### config.mk
export PLATFORM = sky130hd
export DESIGN_NAME = uart_tx_fifo_flat
export DESIGN_NICKNAME = d
export VERILOG_FILES = /design/src/rtl/uart_tx_fifo_if.sv /design/src/rtl/uart_tx_fifo.sv /design/src/flat_wrapper.sv
export SDC_FILE = /design/constraint.sdc
export NUM_CORES = 1
export LEC_CHECK = 0
export ABC_AREA = 1
export BUFFER_PORTS_ARGS = -buffer_cell sky130_fd_sc_hd__buf_2
export CELL_PAD_IN_SITES_DETAIL_PLACEMENT = 0
export CELL_PAD_IN_SITES_GLOBAL_PLACEMENT = 1
export CORE_AREA = 2 2 92 94
export CTS_CLUSTER_DIAMETER = 30
export DETAILED_ROUTE_END_ITERATION = 8
export DIE_AREA = 0 0 94 96
export PLACE_DENSITY_LB_ADDON = 0.12
export SETUP_SLACK_MARGIN = 0.15
export SLEW_MARGIN = 10
export SYNTH_ARGS = -nofsm -noshare
export SYNTH_HDL_FRONTEND = slang
export SYNTH_SLANG_ARGS = --single-unit
### constraint.sdc
create_clock -name clk -period 2.4 [get_ports clk]
set_clock_uncertainty 0.05 [all_clocks]
set_input_delay 0.12 -clock clk [delete_from_list [all_inputs] [get_ports clk]]
set_output_delay 0.12 -clock clk [all_outputs]
set_load 0.01 [all_outputs]
### src/rtl/uart_tx_fifo_if.sv
// Handshake and serial-line bundle between the CPU-side UART register and the transmitter.
interface uart_tx_fifo_if #(
   parameter int DATA_BITS = 8
);
   logic [DATA_BITS-1:0] data;
   logic                 send;
   logic                 ready;
   logic                 busy;
   logic                 overflow;
   logic                 tx;

   modport master (output data, send, input ready, busy, overflow, tx);
   modport slave  (input data, send, output ready, busy, overflow, tx);
endinterface

### src/rtl/uart_tx_fifo.sv
// Buffered UART transmitter: small TX FIFO, baud divider and frame FSM driving a registered tx pin.
// Define UART_PARITY_EN to insert a parity bit (even, or odd when PARITY_ODD=1) after the data bits.
module uart_tx_fifo #(
   parameter int CLKS_PER_BIT = 868,
   parameter int DATA_BITS    = 8,
   parameter int STOP_BITS    = 1,
   parameter int FIFO_DEPTH   = 4,
   parameter int PARITY_ODD   = 0
) (
   input  logic          clk,
   input  logic          reset,
   uart_tx_fifo_if.slave bus
);
   localparam int AW = $clog2(FIFO_DEPTH);
   localparam int BW = $clog2(CLKS_PER_BIT);

   localparam logic [2:0] IDLE  = 3'd0;
   localparam logic [2:0] START = 3'd1;
   localparam logic [2:0] DATA  = 3'd2;
   localparam logic [2:0] STOP  = 3'd3;
`ifdef UART_PARITY_EN
   localparam logic [2:0] PARITY     = 3'd4;
   localparam logic [2:0] AFTER_DATA = PARITY;
`else
   localparam logic [2:0] AFTER_DATA = STOP;
`endif

   localparam logic [BW-1:0] BAUD_LAST = BW'(CLKS_PER_BIT - 1);
   localparam logic [3:0]    DATA_LAST = 4'(DATA_BITS - 1);
   localparam logic [3:0]    STOP_LAST = 4'(STOP_BITS - 1);
   localparam logic [AW:0]   DEPTH     = (AW + 1)'(FIFO_DEPTH);

   function automatic logic parity_of(input logic [DATA_BITS-1:0] d);
      return (^d) ^ (PARITY_ODD != 0);
   endfunction

   logic [DATA_BITS-1:0] mem [FIFO_DEPTH];
   logic [AW-1:0]        wr_ptr;
   logic [AW-1:0]        rd_ptr;
   logic [AW:0]          count;
   logic [AW:0]          count_next;
   logic [2:0]           state;
   logic [BW-1:0]        baud;
   logic [3:0]           bit_cnt;
   logic [DATA_BITS-1:0] shreg;
   logic                 push;
   logic                 pop;
   logic                 bit_end;
   logic                 not_empty;
   logic                 tx_next;
`ifdef UART_PARITY_EN
   logic                 par_bit;
`endif

   assign not_empty  = (count != '0);
   assign push       = bus.send && bus.ready;
   assign bit_end    = (baud == BAUD_LAST);
   assign count_next = count + (AW + 1)'(push) - (AW + 1)'(pop);

   // Pop either from IDLE or at the very end of the last stop bit, so frames chain with no gap.
   always_comb begin
      pop = 1'b0;
      if (state == IDLE)
         pop = not_empty;
      else if (state == STOP && bit_end && bit_cnt == STOP_LAST)
         pop = not_empty;
   end

   always_ff @(posedge clk) begin
      if (push)
         mem[wr_ptr] <= bus.data;
   end

   always_ff @(posedge clk or posedge reset) begin
      if (reset) begin
         wr_ptr       <= '0;
         rd_ptr       <= '0;
         count        <= '0;
         bus.ready    <= 1'b1;
         bus.overflow <= 1'b0;
      end else begin
         if (push)
            wr_ptr <= wr_ptr + AW'(1);
         if (pop)
            rd_ptr <= rd_ptr + AW'(1);
         count        <= count_next;
         bus.ready    <= (count_next < DEPTH);
         bus.overflow <= bus.send && !bus.ready;
      end
   end

   always_ff @(posedge clk or posedge reset) begin
      if (reset) begin
         state   <= IDLE;
         baud    <= '0;
         bit_cnt <= '0;
      end else begin
         baud <= (state == IDLE || bit_end) ? '0 : baud + BW'(1);
         case (state)
            IDLE: begin
               if (not_empty)
                  state <= START;
            end
            START: begin
               if (bit_end) begin
                  state   <= DATA;
                  bit_cnt <= '0;
               end
            end
            DATA: begin
               if (bit_end) begin
                  if (bit_cnt == DATA_LAST) begin
                     state   <= AFTER_DATA;
                     bit_cnt <= '0;
                  end else begin
                     bit_cnt <= bit_cnt + 4'd1;
                  end
               end
            end
`ifdef UART_PARITY_EN
            PARITY: begin
               if (bit_end) begin
                  state   <= STOP;
                  bit_cnt <= '0;
               end
            end
`endif
            STOP: begin
               if (bit_end) begin
                  if (bit_cnt == STOP_LAST) begin
                     state   <= not_empty ? START : IDLE;
                     bit_cnt <= '0;
                  end else begin
                     bit_cnt <= bit_cnt + 4'd1;
                  end
               end
            end
            default: state <= IDLE;
         endcase
      end
   end

   // Datapath registers carry no reset; they are always loaded on pop before use.
   always_ff @(posedge clk) begin
      if (pop) begin
         shreg <= mem[rd_ptr];
`ifdef UART_PARITY_EN
         par_bit <= parity_of(mem[rd_ptr]);
`endif
      end else if (state == DATA && bit_end) begin
         shreg <= shreg >> 1;
      end
   end

   always_comb begin
      tx_next = 1'b1;
      case (state)
         START:   tx_next = 1'b0;
         DATA:    tx_next = shreg[0];
`ifdef UART_PARITY_EN
         PARITY:  tx_next = par_bit;
`endif
         default: tx_next = 1'b1;
      endcase
   end

   // tx and busy are registered from the current state, so both trail the FSM by one cycle.
   always_ff @(posedge clk or posedge reset) begin
      if (reset) begin
         bus.tx   <= 1'b1;
         bus.busy <= 1'b0;
      end else begin
         bus.tx   <= tx_next;
         bus.busy <= not_empty || (state != IDLE);
      end
   end
endmodule

### src/flat_wrapper.sv
// flat-port wrapper written by rule: the top's interface ports become plain ports
module uart_tx_fifo_flat 
#(
   parameter int CLKS_PER_BIT = 868,
   parameter int DATA_BITS    = 8,
   parameter int STOP_BITS    = 1,
   parameter int FIFO_DEPTH   = 4,
   parameter int PARITY_ODD   = 0
)
  (clk, reset, bus_data, bus_send, bus_ready, bus_busy, bus_overflow, bus_tx);
  uart_tx_fifo_if #(.DATA_BITS(DATA_BITS)) bus_i ();
  input  logic clk;
  input  logic reset;
  input wire logic [$bits(bus_i.data)-1:0] bus_data;
  input wire logic [$bits(bus_i.send)-1:0] bus_send;
  output wire logic [$bits(bus_i.ready)-1:0] bus_ready;
  output wire logic [$bits(bus_i.busy)-1:0] bus_busy;
  output wire logic [$bits(bus_i.overflow)-1:0] bus_overflow;
  output wire logic [$bits(bus_i.tx)-1:0] bus_tx;
  assign bus_i.data = bus_data;
  assign bus_i.send = bus_send;
  assign bus_ready = bus_i.ready;
  assign bus_busy = bus_i.busy;
  assign bus_overflow = bus_i.overflow;
  assign bus_tx = bus_i.tx;
  uart_tx_fifo #(.CLKS_PER_BIT(CLKS_PER_BIT), .DATA_BITS(DATA_BITS), .STOP_BITS(STOP_BITS), .FIFO_DEPTH(FIFO_DEPTH), .PARITY_ODD(PARITY_ODD)) u_core (.clk(clk), .reset(reset), .bus(bus_i));
endmodule
==> metrics, run 1 <==
status=completed; IO Pins=15; CP max-delay cell=dfrtp_2; Placed Cells incl. Taps=421; crit path capture type=flop; Max-cap violations=0; die width=94 µm; Setup violations, final=0; worst hold path class=input pin to async pin; fin cells=454; GP Congestion=0.7548; P_leak=1.591 nW; CP dominant cell by count=ha_4; achievable frequency=451.2 MHz; multiplexer area fraction after synthesis=0; design area=3820 µm²; die height=96 µm; syn_nets=323; post-synthesis compound-gate area fraction=0.07228; Total GRT Usage=0.1477; H-tree Lvls=3; HPWL Detailed=4002 µm; slowest stage delay, CP=0.45 ns; first-pass detailed-route iteration total=4; vias=2109; GRT Residual Overflow=0; crit path max fanout=9; core area=8051 µm²; post-route ant nets=0; first-pass GRT wire length=9963 µm; largest family of logic cells by synthesized area=simple AND/OR/NAND/NOR gates; RSZ-0062 raised after global routing=yes; vias per inst=4.645; final hold slack=0.1259 ns; WL final=5932 µm; Num CTS Buffers=9; CTS tree=yes; worst path cell trace=ha_4, o211a_4, nand2_4, inv_4, ha_4, inv_2, ha_4, fa_2, xor2_2, inv_1; syn_area_per_cell=10.57 µm²; VDD IR-drop max=0.0004590 V; # diodes=0; Layout Area Growth over Synthesis=21.25%; Syn Inst Count=298; full die area=9024 µm²; Bufs on Longest Clock Path=2; Slew headroom=0.6722; Placed Area=3412 µm²; Initial Util=0.3913; final hold violation count=0; Least-Margin Pin Slew=0.4912 ns; Setup crit start kind=flop; sequential cell area=1881 µm²; Synth Cell Area=3151 µm²; flops & latches, synth=67; CTS root buf=clkbuf_8; crit path time final=2.216 ns; DRC marker count from the first detailed-route iteration=107; number of global-route vias before repair=2051; row count=33; Post-Route Setup TNS=0 ns; port bufs=14; Layout fillers=774; final worst-path cycle share=0.9234; min setup slack post-route=0.1839 ns; Synth Area in Simple Gates=0.1910; Ys Warns=0; total power divided by cell area=731.8 nW/µm²; Final Max Tran Viols=0; Setup Slack @ Placement=0.1330 ns; final net count=369; antenna violations before repair=0; CP arrival=2.40 ns; drt drc=0; Reg clk slew, reported paths=0.08 ns; wire per inst=13.07 µm; xor-xnor portion of the synthesized cell area=0.02224; WS Path Type=flop to flop; Required @ worst endpoint=2.58 ns; Multi-input gate area=1160 µm²; Distinct cells, synth=33; layout cell share with drive strength beyond 1=0.2407; later-pin clock latency in the skew report=0.35 ns; sequential fraction of the synthesis area=0.5965; pin count of the biggest net entering global routing=26; adder-cell share of the synthesized area=0.05798; CTS Sinks=67
-- stage by stage --
step	power, mW	util
after detailed placement	1.815	0.4238
final	2.795	0.4744
after CTS	2.842	0.4653
after global routing	2.950	0.4744
after global placement	1.805	0.4238
after floorplan	1.683	-
-- placed cells by master, fill, tap and decap left out, types with 4 or more instances in the layout --
cell type and instances:
buf_4 20, ha_4 4, nand2_1 51, dlygate4sd3_1 10, nor3_1 4, edfxtp_1 40
o21ai_0 20, o22ai_1 7, clkbuf_8 9, inv_1 26, dfrtp_1 24, nand3_1 21
xor2_1 7, nor2_1 39, ha_1 8, nand2_2 4, a21oi_1 4, buf_2 14
-- flip-flops by register name, indices dropped and copies added, names as in the netlist --
register / cells
u_core.bus.ready: 1
u_core.bus.overflow: 1
u_core.wr_ptr: 2
u_core.baud: 10
u_core.state: 2
u_core.bus.busy: 1
u_core.rd_ptr: 2
u_core.mem: 32
u_core.shreg: 8
u_core.bus.tx: 1
u_core.count: 3
u_core.bit_cnt: 4
-- cell usage after synthesis (all sizes together) --
library cell	count	share of area
o21bai	1	0.0024
ha	13	0.052
nor3	5	0.0095
buf	8	0.022
dfrtp	25	0.20
o31ai	1	0.0024
nand4	1	0.0020
clkbuf	1	0.0012
a21oi	7	0.017
nor3b	2	0.0079
nor2	41	0.050
o22ai	7	0.014
nand3	23	0.042
dfstp	2	0.017
o21ai	21	0.033
inv	31	0.037
fa	1	0.0064
nand2	58	0.077
o211a	1	0.0032
xor2	8	0.022
or2	1	0.0020
edfxtp	40	0.38
-- kinds of logic (layout without fill, tap and decap cells) --
family | after synthesis | after routing
flip-flops | 67 | 67
buffers and inverters | 40 | 91
adder cells (fa/ha/maj) | 14 | 14
AND/OR/NAND/NOR | 131 | 131
XOR/XNOR | 8 | 8
AO/OA/AOI/OAI | 38 | 38
-- cell type report --
cell class                 instances  share of cell area
clock buffer                       9             0.03243
clock inverter                     7             0.02162
inverter                          31             0.03177
multi-input combinational        191              0.3036
sequential                        67              0.4923
tap                              105             0.03439
timing repair buffer              44             0.08385
-- critical path: cells and delay by family, from the launching register on --
kind	cells	cell delay [ns]
compound gates	1	0.27
xor+xnor	1	0.16
fa+ha+maj	4	0.97
buf+inv	3	0.12
flops	1	0.45
simple gates	1	0.08
-- worst paths after layout --
path | start | to | slack [ns] | cells past startpoint
worst min-delay path | reset | u_core.wr_ptr[0] | 0.13 | 3
max in group asynchronous | reset | u_core.bus.ready | 1.61 | 4
worst min register to register | u_core.shreg[0] | u_core.bus.tx | 0.41 | 2
min in group clk | u_core.shreg[0] | u_core.bus.tx | 0.41 | 2
worst max register to register | u_core.state[1] | u_core.count[2] | 0.18 | 10
worst max-delay path | u_core.state[1] | u_core.count[2] | 0.18 | 10
-- report_power, final --
group | total (mW) | switching [mW] | internal, mW | leakage, nW
clock network | 0.982 | 0.485 | 0.497 | 0.0988
logic | 0.392 | 0.237 | 0.155 | 0.798
registers | 1.42 | 0.0503 | 1.37 | 0.694
-- per-layer routing --
layer / global-route usage / vias up / share of wire
met3: 0.03837 / 4 / 0.027
li1: - / 1077 / -
met5: 0 / - / 0
met4: 0.05797 / 0 / 0.0078
met2: 0.2488 / 25 / 0.49
met1: 0.1827 / 1003 / 0.48
-- repair_timing --
item,CTS,global route
endpoints found under the hold margin,58,0
buffers inserted,1,6
setup endpoints to repair,1,1
hold buffers,10,0
resized for setup,3,8
pin swaps,0,5
(Power assumes the default switching activity.)
==> inputs of run 2 (changes only) <==
--- a/config.mk
+++ b/config.mk
@@ -19,3 +19,4 @@
 export SYNTH_ARGS = -nofsm -noshare
 export SYNTH_HDL_FRONTEND = slang
 export SYNTH_SLANG_ARGS = --single-unit
+export TNS_END_PERCENT = 5
==> constraint.sdc (replaced) <==
create_clock -name clk -period 2.4 [get_ports clk]
set_clock_uncertainty 0.05 [all_clocks]
set_input_delay 0.12 -clock clk [delete_from_list [all_inputs] [get_ports clk]]
set_output_delay 0.12 -clock clk [all_outputs]
set_load 0.005 [all_outputs]
==> metrics, run 2 (synthesis gave the netlist of run 1 again) <==
status=completed; GP Congestion=0.7440 (-1.4%); full die area=9024 µm² (unchanged); Required @ worst endpoint=2.58 ns (about the same); Largest regs=u_core.mem: 32 flops, u_core.baud: 10 flops, u_core.shreg: 8 flops; port bufs=14 (unchanged); CP max-delay cell=dfrtp_1; core area=8051 µm² (unchanged); Bufs on Longest Clock Path=2 (unchanged); Net Sw Power=745.1 µW (-3.5%); Reg-to-Reg Start=u_core.state[1]; Register-to-Register Setup Slack=0.24 ns (+0.06 ns); later-pin clock latency in the skew report=0.33 ns (-0.02 ns); GRT Residual Overflow=0 (unchanged); Max-cap violations=0 (unchanged); total power divided by cell area=746.6 nW/µm² (+2.0%); WS Path Type=flop to flop; H-tree Lvls=3 (unchanged); antenna violations before repair=0 (unchanged); WL final=5965 µm (+0.56%); DRC marker count from the first detailed-route iteration=91 (-15%); reg-to-reg endpoint=u_core.count[2]; Layout Area Growth over Synthesis=21.84%; VDD IR-drop max=0.0004303 V (-6.3%); Total GRT Usage=0.1516 (+0.003931); pin count of the biggest net entering global routing=28 (+7.7%); worst hold path class=input pin to async pin; row count=33 (unchanged); final worst-path cycle share=0.9003 (-0.02309); achievable frequency=462.8 MHz (+2.6%); slowest stage delay, CP=0.40 ns (-0.05 ns); Biggest register=u_core.mem; commonest non-fill, non-tap cells in the layout=nand2_1 (51), edfxtp_1 (40), nor2_1 (39); wire per inst=13.08 µm (+0.12%); CTS tree=yes; die width=94 µm (unchanged); Core Util, Final=0.4768 (+0.002331); CP arrival=2.34 ns (-0.06 ns); max reg flops=32 (unchanged); P_leak=1.602 nW (+0.68%); vias per inst=4.632 (-0.30%); worst path cell trace=inv_2, ha_4, inv_4, nand2_2, o211a_4, nand2_4, inv_2, ha_4, inv_4, ha_4, fa_2, xor2_2, inv_1; Final Max Tran Viols=0 (unchanged); Initial Util=0.3913 (unchanged); CP dominant cell by count=ha_4; Slew headroom=0.6750 (+0.002843); crit path capture type=flop; fin cells=456 (+0.44%); Reg power frac=0.497 (-0.011); Setup crit start kind=flop; die height=96 µm (unchanged); drt drc=0 (unchanged); Least-Margin Pin Slew=0.4869 ns (-0.004260 ns); first-pass GRT wire length=10180 µm (+2.2%); first-pass detailed-route iteration total=4 (unchanged); RSZ-0062 raised after global routing=yes; Setup violations, final=0 (unchanged); layout cell share with drive strength beyond 1=0.2450 (+0.004327); Reg2Reg Depth=13 (+3); final hold violation count=0 (unchanged); design area=3839 µm² (+0.49%); min setup slack post-route=0.2393 ns (+0.05540 ns); crit path max fanout=3 (-6); IO Pins=15 (unchanged); Placed Cells incl. Taps=424 (+0.71%); HPWL Detailed=3983 µm (-0.47%); Num CTS Buffers=9 (unchanged); CTS Sinks=67 (unchanged); clock share of power=0.367 (+0.016); commonest non-fill, non-tap cell in the layout=nand2_1; CTS root buf=clkbuf_8; Logic pwr share=0.136 (-0.004); Cell Int Power=2.121 mW (+4.8%); # diodes=0 (unchanged); Placed Area=3407 µm² (-0.15%); Reg clk slew, reported paths=0.08 ns (about the same); crit path time final=2.161 ns (-0.05540 ns); vias=2112 (+0.14%); Setup Slack @ Placement=0.1595 ns (+0.02650 ns); sw frac=0.2600 (-0.01632); post-route ant nets=0 (unchanged); number of global-route vias before repair=2147 (+4.7%); final net count=371 (+0.54%)
[run 2: per-layer routing]
metal  vias to the layer above  part of all wire  global-route usage
li1                       1084                 -                   -
met1                       992              0.46              0.1858
met2                        30              0.49              0.2631
met3                         6             0.034             0.04229
met4                         0             0.012             0.04348
met5                         -                 0                   0
[run 2: critical path: cells and delay by family (launching register included)]
kind / cells / cell delay (ns)
AO/OA/AOI/OAI: 1 / 0.14
XOR/XNOR: 1 / 0.15
adder cells (fa/ha/maj): 4 / 0.94
buffers and inverters: 5 / 0.26
flip-flops: 1 / 0.40
AND/OR/NAND/NOR: 2 / 0.12
[run 2: how the worst max path moves through the flow]
stage               startpoint  depth (start not counted)  slack [ns]              end
5_1_grt        u_core.state[1]                         13        0.14  u_core.count[2]
4_1_cts        u_core.state[0]                         11        0.15  u_core.count[2]
2_1_floorplan  u_core.state[1]                         13       -0.03  u_core.count[2]
3_3_place_gp   u_core.state[0]                         11        0.19  u_core.count[2]
6_report       u_core.state[1]                         13        0.24  u_core.count[2]
3_5_place_dp   u_core.state[0]                         11        0.16  u_core.count[2]
[run 2: layout make-up]
class	count	area [µm²]
clock buffer	9	123.9
inverter	31	121.4
clock inverter	7	100.1
fill	760	4213
tap	105	131.4
sequential	67	1879
timing repair buffer	46	335.3
multi-input combinational	191	1147
[run 2: what timing repair did]
item,in CTS,in global routing
setup buffers,2,4
setup endpoints to repair,1,3
resized for setup,1,14
gates cloned,0,0
endpoints found under the hold margin,58,0
hold buffers,10,0
pin swaps,0,7
[run 2: power by group through the flow]
stage	sequential (mW)	clock, mW	combinational (mW)
2_1_floorplan	1.44	0	0.218
3_3_place_gp	1.45	0	0.331
3_5_place_dp	1.45	0	0.331
4_1_cts	1.42	1.08	0.367
5_1_grt	1.44	1.13	0.460
6_report	1.42	1.05	0.391
[run 2: per-stage QoR]
stage	total power, mW	hold WS, ns	setup TNS, ns
6_report	2.866	0.3396	0
5_1_grt	3.032	0.4000	0
4_1_cts	2.869	0.3339	0
3_5_place_dp	1.780	0.1609	0
3_3_place_gp	1.778	0.1585	0
2_1_floorplan	1.656	0.1212	-0.02735
